### src/rtl/sr_btn_ctrl_pkg.sv
// Shared definitions for the button-to-SR command stage: arbiter state
// encodings and the default debounce length.
package sr_btn_ctrl_pkg;

    typedef enum logic [1:0] {
        ST_IDLE     = 2'd0,
        ST_SET      = 2'd1,
        ST_RST      = 2'd2,
        ST_CONFLICT = 2'd3
    } arb_state_e;

    localparam int DEFAULT_DEBOUNCE_CYCLES = 4;

endpackage

### src/rtl/sr_btn_ctrl_debounce.sv
// One raw button: two-flop synchronizer, consecutive-cycle debounce counter
// and a rising-edge detector producing a one-cycle request.
module btn_debounce
    import sr_btn_ctrl_pkg::*;
#(
    parameter int DEBOUNCE_CYCLES = DEFAULT_DEBOUNCE_CYCLES,
    parameter int CNT_W           = 3
) (
    input  logic clk,
    input  logic reset,
    input  logic btn_in,
    output logic deb_out,
    output logic rise_pulse
);

    localparam logic [CNT_W-1:0] CNT_LAST = CNT_W'(DEBOUNCE_CYCLES - 1);

    logic             sync1_q, sync1_d;
    logic             sync2_q, sync2_d;
    logic             deb_q, deb_d;
    logic             deb_dly_q, deb_dly_d;
    logic [CNT_W-1:0] cnt_q, cnt_d;

    always_comb begin
        sync1_d   = btn_in;
        sync2_d   = sync1_q;
        deb_dly_d = deb_q;
        deb_d     = deb_q;
        cnt_d     = '0;
        // Any cycle where the synchronized level agrees with deb restarts the count.
        if (sync2_q != deb_q) begin
            if (cnt_q == CNT_LAST) begin
                deb_d = sync2_q;
            end else begin
                cnt_d = cnt_q + 1'b1;
            end
        end
    end

    always_ff @(posedge clk or posedge reset) begin
        if (reset) begin
            sync1_q   <= 1'b0;
            sync2_q   <= 1'b0;
            deb_q     <= 1'b0;
            deb_dly_q <= 1'b0;
            cnt_q     <= '0;
        end else begin
            sync1_q   <= sync1_d;
            sync2_q   <= sync2_d;
            deb_q     <= deb_d;
            deb_dly_q <= deb_dly_d;
            cnt_q     <= cnt_d;
        end
    end

    assign deb_out    = deb_q;
    assign rise_pulse = deb_q & ~deb_dly_q;

endmodule

### src/rtl/sr_btn_ctrl.sv
// Turns two bouncy buttons into clean, mutually exclusive one-cycle S/R
// pulses for sr_ff, plus a commanded-state shadow and a conflict flag.
module sr_btn_ctrl
    import sr_btn_ctrl_pkg::*;
#(
    parameter int DEBOUNCE_CYCLES = DEFAULT_DEBOUNCE_CYCLES,
    parameter int CNT_W           = 3
) (
    input  logic clk,
    input  logic reset,
    input  logic btn_set,
    input  logic btn_rst,
    output logic S,
    output logic R,
    output logic q_cmd,
    output logic conflict
);

    logic       set_req, rst_req;
    logic [1:0] deb_levels_unused;

    arb_state_e state_q, state_d;
    logic       q_cmd_q, q_cmd_d;

    btn_debounce #(
        .DEBOUNCE_CYCLES (DEBOUNCE_CYCLES),
        .CNT_W           (CNT_W)
    ) u_set_deb (
        .clk        (clk),
        .reset      (reset),
        .btn_in     (btn_set),
        .deb_out    (deb_levels_unused[0]),
        .rise_pulse (set_req)
    );

    btn_debounce #(
        .DEBOUNCE_CYCLES (DEBOUNCE_CYCLES),
        .CNT_W           (CNT_W)
    ) u_rst_deb (
        .clk        (clk),
        .reset      (reset),
        .btn_in     (btn_rst),
        .deb_out    (deb_levels_unused[1]),
        .rise_pulse (rst_req)
    );

    // Every state lasts one cycle; the next state depends only on this cycle's requests.
    always_comb begin
        state_d = ST_IDLE;
        q_cmd_d = q_cmd_q;
        case ({set_req, rst_req})
            2'b10:   state_d = ST_SET;
            2'b01:   state_d = ST_RST;
            2'b11:   state_d = ST_CONFLICT;
            default: state_d = ST_IDLE;
        endcase
        case (state_d)
            ST_SET:      q_cmd_d = 1'b1;
            ST_RST:      q_cmd_d = 1'b0;
            ST_CONFLICT: q_cmd_d = 1'b0;
            default:     q_cmd_d = q_cmd_q;
        endcase
    end

    always_ff @(posedge clk or posedge reset) begin
        if (reset) begin
            state_q <= ST_IDLE;
            q_cmd_q <= 1'b0;
        end else begin
            state_q <= state_d;
            q_cmd_q <= q_cmd_d;
        end
    end

    // A simultaneous press resolves to reset, so S and R can never both be high.
    assign S        = (state_q == ST_SET);
    assign R        = (state_q == ST_RST) || (state_q == ST_CONFLICT);
    assign conflict = (state_q == ST_CONFLICT);
    assign q_cmd    = q_cmd_q;

endmodule

### config.mk
export PLATFORM = sky130hd
export DESIGN_NAME = sr_btn_ctrl
export DESIGN_NICKNAME = d
export VERILOG_FILES = /design/src/rtl/sr_btn_ctrl_pkg.sv /design/src/rtl/sr_btn_ctrl_debounce.sv /design/src/rtl/sr_btn_ctrl.sv
export SDC_FILE = /design/constraint.sdc
export NUM_CORES = 1
export LEC_CHECK = 0
export ABC_AREA = 1
export CELL_PAD_IN_SITES_DETAIL_PLACEMENT = 0
export CELL_PAD_IN_SITES_GLOBAL_PLACEMENT = 1
export CORE_UTILIZATION = 39
export CTS_CLUSTER_DIAMETER = 40
export DETAILED_ROUTE_END_ITERATION = 12
export PLACE_DENSITY_LB_ADDON = 0.1
export SLEW_MARGIN = 20
export SYNTH_ARGS = -nofsm -noshare
export SYNTH_HDL_FRONTEND = slang
export SYNTH_HIERARCHICAL = 1
export SYNTH_SLANG_ARGS = --single-unit
### constraint.sdc
create_clock -name clk -period 1.28 [get_ports clk]
set_clock_uncertainty 0.15 [all_clocks]
set_input_delay 0.256 -clock clk [delete_from_list [all_inputs] [get_ports clk]]
set_output_delay 0.256 -clock clk [all_outputs]
set_load 0.005 [all_outputs]
**Word-level counts from Yosys, hierarchy flattened**

Cells that the tools add are included.

- Bits in read-only memories: 0
- Input bits: 4
- Bits in registers: 17
- Word-level logic and storage cells: 42
- Latch bits: 0
- Memory bits (writable): 0
- Memories kept: 0
- Output and inout port bits: 4

- Reductions and logical operators: 5
- Bitwise gates (word level): 4
- Equality and inequality tests: 13
- Divide/modulo/power cells: 0
- Shift operators: 0
- $mul: 0
- Add/subtract/negate cells: 2
- Multiplexer cells: 6
- Magnitude comparators: 0

Operators with widths:

| cell | count |
|---|---|
| 2-bit equality test (second input constant) | 6 |
| 3-bit 2-to-1 mux | 4 |
| 3-bit by 1-bit adder with 3-bit output (second input constant) | 2 |
| 2-bit by 1-bit equality test with 1-bit output (second input constant) | 3 |
| 3-bit by 2-bit equality test with 1-bit output (second input constant) | 2 |
| 2-bit one-hot mux with 3 select lines | 1 |
| 2-bit AND reduction | 2 |
| 1-bit AND | 2 |
| 1-bit != test | 2 |
| 1-bit NOT | 2 |
| 1-bit one-hot mux with 2 select lines | 1 |
| 2-bit nonzero test | 1 |
| 2-bit OR reduction | 1 |
| 1-bit logical OR | 1 |

**Longest topological paths before layout**

Gate-level depths: netlist of the first run.

- Word-level depth: 7
- Depth in mapped cells: 4
- Mapped depth without buffers: 4

**Hierarchy**

Netlist of the first run, hierarchy kept.

Modules (own cells, without submodules):

| module | times used | cells each | sequential area each (sq um) | area an instance (sq um) |
|---|---|---|---|---|
| btn_debounce | 2 | 28 | 175.2 | 271.5 |
| sr_btn_ctrl | 1 | 13 | 75.1 | 112.6 |

**Worst setup path after synthesis of the first run**

OpenSTA, ideal clock, no wires.

- Path kind: register to register
- Start point: register u_rst_deb.cnt_q[0]
- End point: register u_rst_deb.cnt_q[0]
- Library setup time: 0.071 ns
- Arrival time: 0.784 ns
- Buffers on the path: 0
- Path slack: 0.274 ns
- Cell stages (with the launch flop): 5
- Clock period less this slack: 1.006 ns
- Data required time: 1.059 ns
- Cell sequence: dfrtp_1 > ha_1 > nand2_2 > nand2_1 > nor2_1

- Cells in the longest elaborated chain, start to end: 3
- Elaborated cells between the ends (all ways): 4
- Those cells by class: add/sub (1); eq/ne (1); mux (2)

RTL lines:

| item | RTL line | text |
|---|---|---|
| start: declaration | sr_btn_ctrl_debounce.sv:22 | `logic [CNT_W-1:0] cnt_q, cnt_d;` |
| start signal: assignment | sr_btn_ctrl_debounce.sv:52 | `cnt_q <= cnt_d;` |
| 3-bit by 1-bit adder with 3-bit output or 3-bit by 2-bit equality test with 1-bit output (tied branches) | sr_btn_ctrl_debounce.sv:35, sr_btn_ctrl_debounce.sv:32 |  |
| 3-bit 2-to-1 mux (*) | sr_btn_ctrl_debounce.sv:32 | `if (cnt_q == CNT_LAST) begin` |
| 3-bit 2-to-1 mux (*) | sr_btn_ctrl_debounce.sv:31 | `if (sync2_q != deb_q) begin` |
| via u_rst_deb.cnt_d[0] | sr_btn_ctrl_debounce.sv:22 |  |

Mark *: on every way through the listed nets, which the timed path passes. The rest lies on a longest branch.
A chain may end at the register's enable or synchronous reset.

**Worst setup path in the final report of the first run**

- Start point: register state_q[1]
- End point: output port S

- Cells in the longest elaborated chain, start to end: 1

RTL lines:

| item | RTL line | text |
|---|---|---|
| start: declaration | sr_btn_ctrl.sv:22 | `arb_state_e state_q, state_d;` |
| start signal: assignment | sr_btn_ctrl.sv:70 | `state_q <= state_d;` |
| 2-bit by 1-bit equality test with 1-bit output | sr_btn_ctrl.sv:76 | `assign S = (state_q == ST_SET);` |
| end: declaration | sr_btn_ctrl.sv:13 | `output logic S,` |

Every way passes these cells.

==> impl_summary.md, run 1 <==
Status
The run finished, with violations left. The checks that failed: setup timing.

Routing
For this block, the routed nets add up to ~830 um of wire. The number of nets still failing antenna checks after routing is 0. After detailed routing, the number of vias per cell comes to 4.33. Before antenna repair, the detailed router went through 4 iterations. Summing over every cut layer, the via total after detailed routing is 403. The average wire per standard cell is 8.96 um. The total DRC errors in the routed layout is 0. The first routing iteration left 10 violations.

Worst hold path
The worst hold path belongs to the class input port to asynchronous set/reset pin.

CTS
The clock root buffer is sky130_fd_sc_hd__clkbuf_4. The clock insertion delay at the later pin of the skew report is between 200 and 300 ps. Clock-pin slew was measured on the worst setup and hold paths at 90 ps.

The clock tree from TritonCTS is built. The longest clock path from root to sink contains 2 buffers. The CTS buffer count is 3. The number of setup buffers added after CTS is 0. Hold repair after CTS inserted 0 buffers. In this run the number of H-tree levels came out at 1. CTS saw 17 sinks.

Logic synthesis
The cell taking the most area after synthesis is sky130_fd_sc_hd__dfrtp_1. Sorting the synthesized cells by area gives the leading types as sky130_fd_sc_hd__dfrtp_1 65%, sky130_fd_sc_hd__inv_1 7.4%, sky130_fd_sc_hd__nand2_1 7.4%, sky130_fd_sc_hd__nor2_1 6.3%, sky130_fd_sc_hd__nand2_2 5.7%. The most instantiated library cell after synthesis is sky130_fd_sc_hd__dfrtp_1.

The number of flops mapped to enable cells by yosys is 0. The share of the yosys chip area belonging to registers is 64.9%. Of the total synthesized cell area, the portion taken by AND, OR, NAND and NOR gates is about a fifth. Counting flops with an async set or reset pin after synthesis yields a share of 100%. Dividing the synthesized area by the synthesized cell count gives 9.50 sq um. The commonest cells after synthesis are 17 x sky130_fd_sc_hd__dfrtp_1, 13 x sky130_fd_sc_hd__inv_1, 13 x sky130_fd_sc_hd__nand2_1. The mux contribution to synthesized area is 0%. Synthesis produced a netlist with a net count of 75. The number of different library cells used by synthesis comes to 9. The post-synthesis adder-cell area fraction is 3.82%. The combinational family with the most area after synthesis is simple AND/OR/NAND/NOR gates. The area share of the leading cell type in the synthesized netlist is 64.9%. For this run, the leading register cell type out of synthesis is sky130_fd_sc_hd__dfrtp_1.

Synthesis produced 69 cells. The count of warnings emitted by yosys is 6. The synthesis-stage register bit count is 17.

The synthesized cell area is 656 sq um. The area share of xor/xnor cells in the synthesized design is 0%. The area fraction in compound gates after synthesis is 0%.

Global route
The number of antenna violations at the first check in global routing came to 0. The first global-routing pass estimated between 1500 and 2000 um of wire. The global-route congestion overflow total is 0. The number of global-route vias before repair is between 400 and 500. Entering global routing, the biggest net connects 10 pins. Global routing used 13.4% of the available tracks.

Timing
The final critical path takes up 101% of the cycle. The final critical-path required period is 1290 ps. Headroom to the max-slew limit came out at 81.8%. For this run, the top clock speed supported by timing is roughly 780 MHz. In the final timing run, aggregate negative setup slack is -11.7 ps. Setup violations remaining at the end of the flow were counted as 2. The number of max-slew violations in the final report came to 0. The worst-margin pin slew is around 270 ps. The number of hold violations in the final report is 0. The minimum setup slack in the final design is -9.02 ps. Setup repair after global routing could not meet its margin everywhere.

Power and ir drop
The total design power is 0.00141 W. In this run the power density over the cells is 1910 nW/um^2. The standby leakage power is 0.410 nW. The worst-case vdd ir drop is between 900 and 1000 uV.

Placement
The routability congestion estimate is 0.779. Detailed placement ended at an HPWL of around 630 um. The count of buffers inserted at the top-level ports is 7. The worst slack at placement is -97.4 ps.

After detailed placement, the design holds a cell count of 89.

Cells and area
The repair_antennas step left the layout with diodes totalling 0. The final layout contains 84 nets. The final cell count without fillers is just over 90. The fraction of final layout cells with drive strength greater than 1 is 19.5%. Relative to the synthesized area, the layout overhead comes to 13.0%. The final core utilization is 48.1%.

Die
After floorplanning, the core was sized to cover approximately 1500 sq um. The height of the die is around 43 um. After floorplanning, the core was divided into 14 placement rows. The die covers about 1800 sq um. The overall die width is ~43 um. The count of pins on the block boundary is 8. For this configuration, the core starts out at a cell density of 42.5%.

Setup path
Along the worst path, the maximum fanout reaches 3. At the worst endpoint, the required time is 870 ps. The type of element capturing the critical path is a primary output. The type of the worst setup path is register to primary output. The type of element launching the critical path is a register. Data arrives at the worst endpoint at 880 ps. The number of cells on the worst reg-to-reg path is 4.

Run
Across the run, the number of max-cap violations was 0.
report_power, final:
part	leakage, nW	switching (W)	internal, W
logic	0.181	0.000209	0.000162
registers	0.214	0.0000838	0.000693
clock network	0.0150	0.000146	0.000121
total	0.410	0.000439	0.000975
stage by stage:
step	hold slack [ps]	instance area, sq um
floorplan	-140	656
global placement	183	734
detailed placement	185	734
CTS	27.8	741
global route	46.8	741
finish	34.2	741
logic make-up (layout without fill, tap and decap cells):
| kind of cell | count (synthesis) | count (layout) |
|---|---|---|
| DFF | 17 | 17 |
| adders and majority gates | 2 | 2 |
| buffers and inverters | 18 | 26 |
| and+or+nand+nor | 32 | 32 |
area by class of cell:
type | instances | area [sq um]
Sequential cell | 17 | 425
Clock buffer | 4 | 26.3
Multi-Input combinational cell | 34 | 163
Fill cell | 170 | 801
Inverter | 15 | 56.3
Timing Repair Buffer | 7 | 50.0
Tap cell | 16 | 20.0
timing repair:
| item | 4_1_cts | 5_1_grt |
|---|---|---|
| gates resized for setup | 15 | 0 |
| cloned | 0 | 0 |
| pin swaps | 2 | 1 |
| endpoints found under the setup margin | 4 | 2 |
layout by cell type (no fill, tap or decap), drive strengths merged:
cell type,count
clkdlybuf4s50,3
dfrtp,17
inv,15
nand3,2
nand2,19
nor2,11
buf,4
ha,2
clkbuf,4
final timing paths:
| path | to | slack, ps | from |
|---|---|---|---|
| worst max-delay path | S | -9 | state_q[1] |
| min in group clk | u_rst_deb/sync2_q | 200 | u_rst_deb/sync1_q |
| worst min-delay path | q_cmd | 30 | reset |
| worst max register to register | u_set_deb/cnt_q[0] | 190 | u_set_deb/cnt_q[0] |
| max in group asynchronous | u_rst_deb/cnt_q[1] | 660 | reset |
| worst min register to register | u_rst_deb/sync2_q | 200 | u_rst_deb/sync1_q |
flip-flops by register name (all words and copies together) (netlist names):
| register | flops |
|---|---|
| u_rst_deb/sync2_q | 1 |
| u_rst_deb/deb_dly_q | 1 |
| q_cmd | 1 |
| u_set_deb/deb_out | 1 |
| u_rst_deb/deb_out | 1 |
| u_set_deb/cnt_q | 3 |
| u_rst_deb/sync1_q | 1 |
| u_set_deb/deb_dly_q | 1 |
| u_set_deb/sync1_q | 1 |
| u_rst_deb/cnt_q | 3 |
| state_q | 2 |
| u_set_deb/sync2_q | 1 |
layer usage:
| layer | GRT usage [%] | up-vias | part of all wire (%) |
|---|---|---|---|
| li1 | - | 211 | - |
| met1 | 14.8 | 178 | 46 |
| met2 | 20.3 | 12 | 43 |
| met3 | 7.66 | 2 | 8.3 |
| met4 | 7.27 | 0 | 2.4 |
| met5 | 0 | - | 0 |
critical path: stages, from the launching register on:
cell                      delay [ps]
sky130_fd_sc_hd__dfrtp_1         390
sky130_fd_sc_hd__nor2_1          100
sky130_fd_sc_hd__buf_2           110
Power figures use the tool's default switching activity.
==> run 2: changes to the inputs <==
CORE_UTILIZATION = 25   (was 39)
==> run 2 against run 1 <==
Against the previous run: the run still ends with setup timing left; worst setup slack worse by 4.3 ps; register-to-register slack hardly changed; power increased by 0.95%; cell area increased by 2.5%; global-route usage fell by 5.3 points; cell count up 15%; critical path depth stayed put; maximum frequency shrank 0.33%; critical path type unchanged; critical endpoint unchanged; highest routed layer unchanged.
==> impl_summary.md, run 2 (synthesized netlist as in run 1, its figures left out) <==
Status
The run finished, with violations left. The checks that failed: setup timing.

Die
In this run the count of I/O pins placed on the die edge is 8. The die covers around 2800 sq um. The overall die width is 53.2 um. The core region is 2480 sq um. The die is 53.2 um tall. The number of rows created at floorplan is 18. The effective utilization at floorplan is 26.5%.

Routing
After detailed routing, the number of vias per cell comes to ~3.6. The routed wire length is 902 um. For this block, the initial DRC count from the detailed router was 6.

The count of vias placed by the detailed router is 383. The number of nets still failing antenna checks after routing is 0. The average wire per standard cell is 8.43 um. The first TritonRoute pass finished after 4 iterations. The total DRC errors in the routed layout is 0.

Global route
The number of global-route vias before repair was 380. Global routing used 10.3% of the available met1 tracks. The busiest metal layer after global routing is met2. The global-route congestion overflow total is 0. The global-route wire length before repair is around 1600 um. The number of antenna violations at the first check in global routing is 0. Global routing consumed, on the met2 layer, 11.0% of the routing resources. The met3 usage in global routing is under 10%. The maximum number of pins on one net before global-route repair is 11.

Across every metal layer, demand over resource in global routing totals 8.14%.

Cells and area
The post-route netlist has about a fifth of its cells at a drive strength greater than 1. The net count reported at finish is 84. The layout overhead on the synthesized area is 15.8%.

The most common cell after layout, fill and taps aside is sky130_fd_sc_hd__dfrtp_1. The count of filler cells inserted in the layout is 268. In the final layout, the registers with the most flip-flops are u_rst_deb/cnt_q: 3 flops, u_set_deb/cnt_q: 3 flops, state_q: 2 flops.

Summing all multi-input logic gate instances after layout gives around 160 sq um. The top cell types in the final layout, fill and taps aside, are 17 x sky130_fd_sc_hd__dfrtp_1, 13 x sky130_fd_sc_hd__inv_1, 13 x sky130_fd_sc_hd__nand2_1. The sequential cells in the finished layout cover a total of 425 sq um. The finished cells cover 759 sq um.

The final core utilization is 30.7%. The number of inserted diodes is 0. The count of cells in the finished layout, fillers not included, comes to 107.

Timing
The normalized max-slew margin is 81.6%. Setup repair after global routing could not meet its margin everywhere. The number of hold violations in the final report is 0. The final critical-path required period is 1290 ps. Once routing completed, OpenROAD measured the worst setup slack at -13.3 ps. The count of final setup violators is 2. The worst-margin pin slew is between 200 and 300 ps. The period utilization is 101%.

Static timing analysis puts the maximum clock frequency at 773 MHz. The number of max-slew violations in the final report is 0.

Placement
At the placement stage, the worst setup path has a slack of -86.9 ps. After legalization and detailed placement, the total HPWL measured 658 um. The number of cells after detailed placement is 103. The placed instances occupy a cell area of 752 sq um. The routability congestion estimate is around 0.7. The count of buffers inserted at the top-level ports is 7.

CTS
The clock passes through at most 2 buffers. The number of setup buffers added after CTS is 0. The clock net in this run drives a total of 17 sinks.

The clock insertion delay at the later pin of the skew report is 280 ps. TritonCTS built the clock tree. The clock root buffer is sky130_fd_sc_hd__clkbuf_4. The number of hold buffers added after CTS was 0. The clock-pin slew on the worst setup and hold paths is 100 ps. CTS built an H-tree with a depth of 1. Counting the buffers created by CTS gives 3.

Setup path
The worst register-to-register path begins at u_rst_deb/cnt_q[0]. The worst register-to-register path ends at u_rst_deb/cnt_q[0]. The worst path arrival time is 890 ps. The type of element capturing the critical path is a primary output. At the worst endpoint, the required time is 870 ps.

The logic depth of the worst register-to-register path is 4. For flop-to-flop paths, the worst setup slack is 180 ps. The type of the worst setup path is register to primary output. The type of element launching the critical path is a register. The critical-path maximum fanout is 3.

Worst hold path
The worst hold path belongs to the class input port to asynchronous set/reset pin.

Power and ir drop
Summed over all cells, the static leakage comes to 0.413 nW. The switching part of the total is 32.1%. The worst-case vdd ir drop is 705 uV. Sequential cells account for 54.3% of the total power.

In this run the power density over the cells is roughly 1900 nW/um^2. The switching component of the power is 0.000458 W. The clock power share is 19.9%. The total design power is ~0.0014 W.

The internal power is 0.000970 W. The power share of the combinational group is 25.8%.

Run
The number of max-capacitance violations reported is 0.
-- run 2: cell count changes in the layout (fill, tap and decap cells not counted), sizes merged --
| cell | previous run | this run |
|---|---|---|
| clkinv | 0 | 1 |
| clkbuf | 4 | 3 |
-- run 2: cell type report --
type / count / area share (%)
Timing Repair Buffer: 7 / 6.59
Clock inverter: 1 / 0.659
Sequential cell: 17 / 56.0
Clock buffer: 3 / 2.97
Inverter: 15 / 7.41
Multi-Input combinational cell: 34 / 21.4
Tap cell: 30 / 4.94
-- run 2: critical path, cell delays in order (launching register included) --
cell	delay, ps
sky130_fd_sc_hd__dfrtp_1	400
sky130_fd_sc_hd__nor2_1	100
sky130_fd_sc_hd__buf_2	110
-- run 2: power by group through the flow --
stage	clock network (W)	registers [W]	logic (W)
after detailed placement	0	0.000791	0.000424
after floorplan	0	0.000775	0.000295
after global placement	0	0.000789	0.000428
after CTS	0.000299	0.000778	0.000381
after global routing	0.000328	0.000793	0.000440
final	0.000284	0.000775	0.000369
-- run 2: how the worst max path moves through the flow --
stage	start	endpoint	slack, ps	cells after the start
5_1_grt	state_q[1]	conflict	-100	3
3_5_place_dp	state_q[1]	S	-90	2
2_1_floorplan	u_rst_deb/cnt_q[0]	u_rst_deb/cnt_q[0]	270	4
6_report	state_q[1]	S	-10	2
3_3_place_gp	state_q[1]	S	-80	2
4_1_cts	state_q[1]	conflict	-30	3
-- run 2: timing repair --
| action | in CTS | in global routing |
|---|---|---|
| gates resized for setup | 15 | 0 |
| pin swaps | 2 | 1 |
| gates cloned | 0 | 0 |
| endpoints found under the setup margin | 4 | 3 |
-- run 2: layer usage --
metal,wire length [um],vias to the layer above
li1,-,209
met5,0,-
met3,58,2
met1,447,162
met4,13,0
met2,382,10
-- run 2: through the flow --
stage                     hold slack [ps]  setup TNS [ps]
after global routing                 50.0            -183
after floorplan                      -140               0
after detailed placement              185            -143
after CTS                            38.9           -43.5
final                                37.2           -26.0
after global placement                183            -125
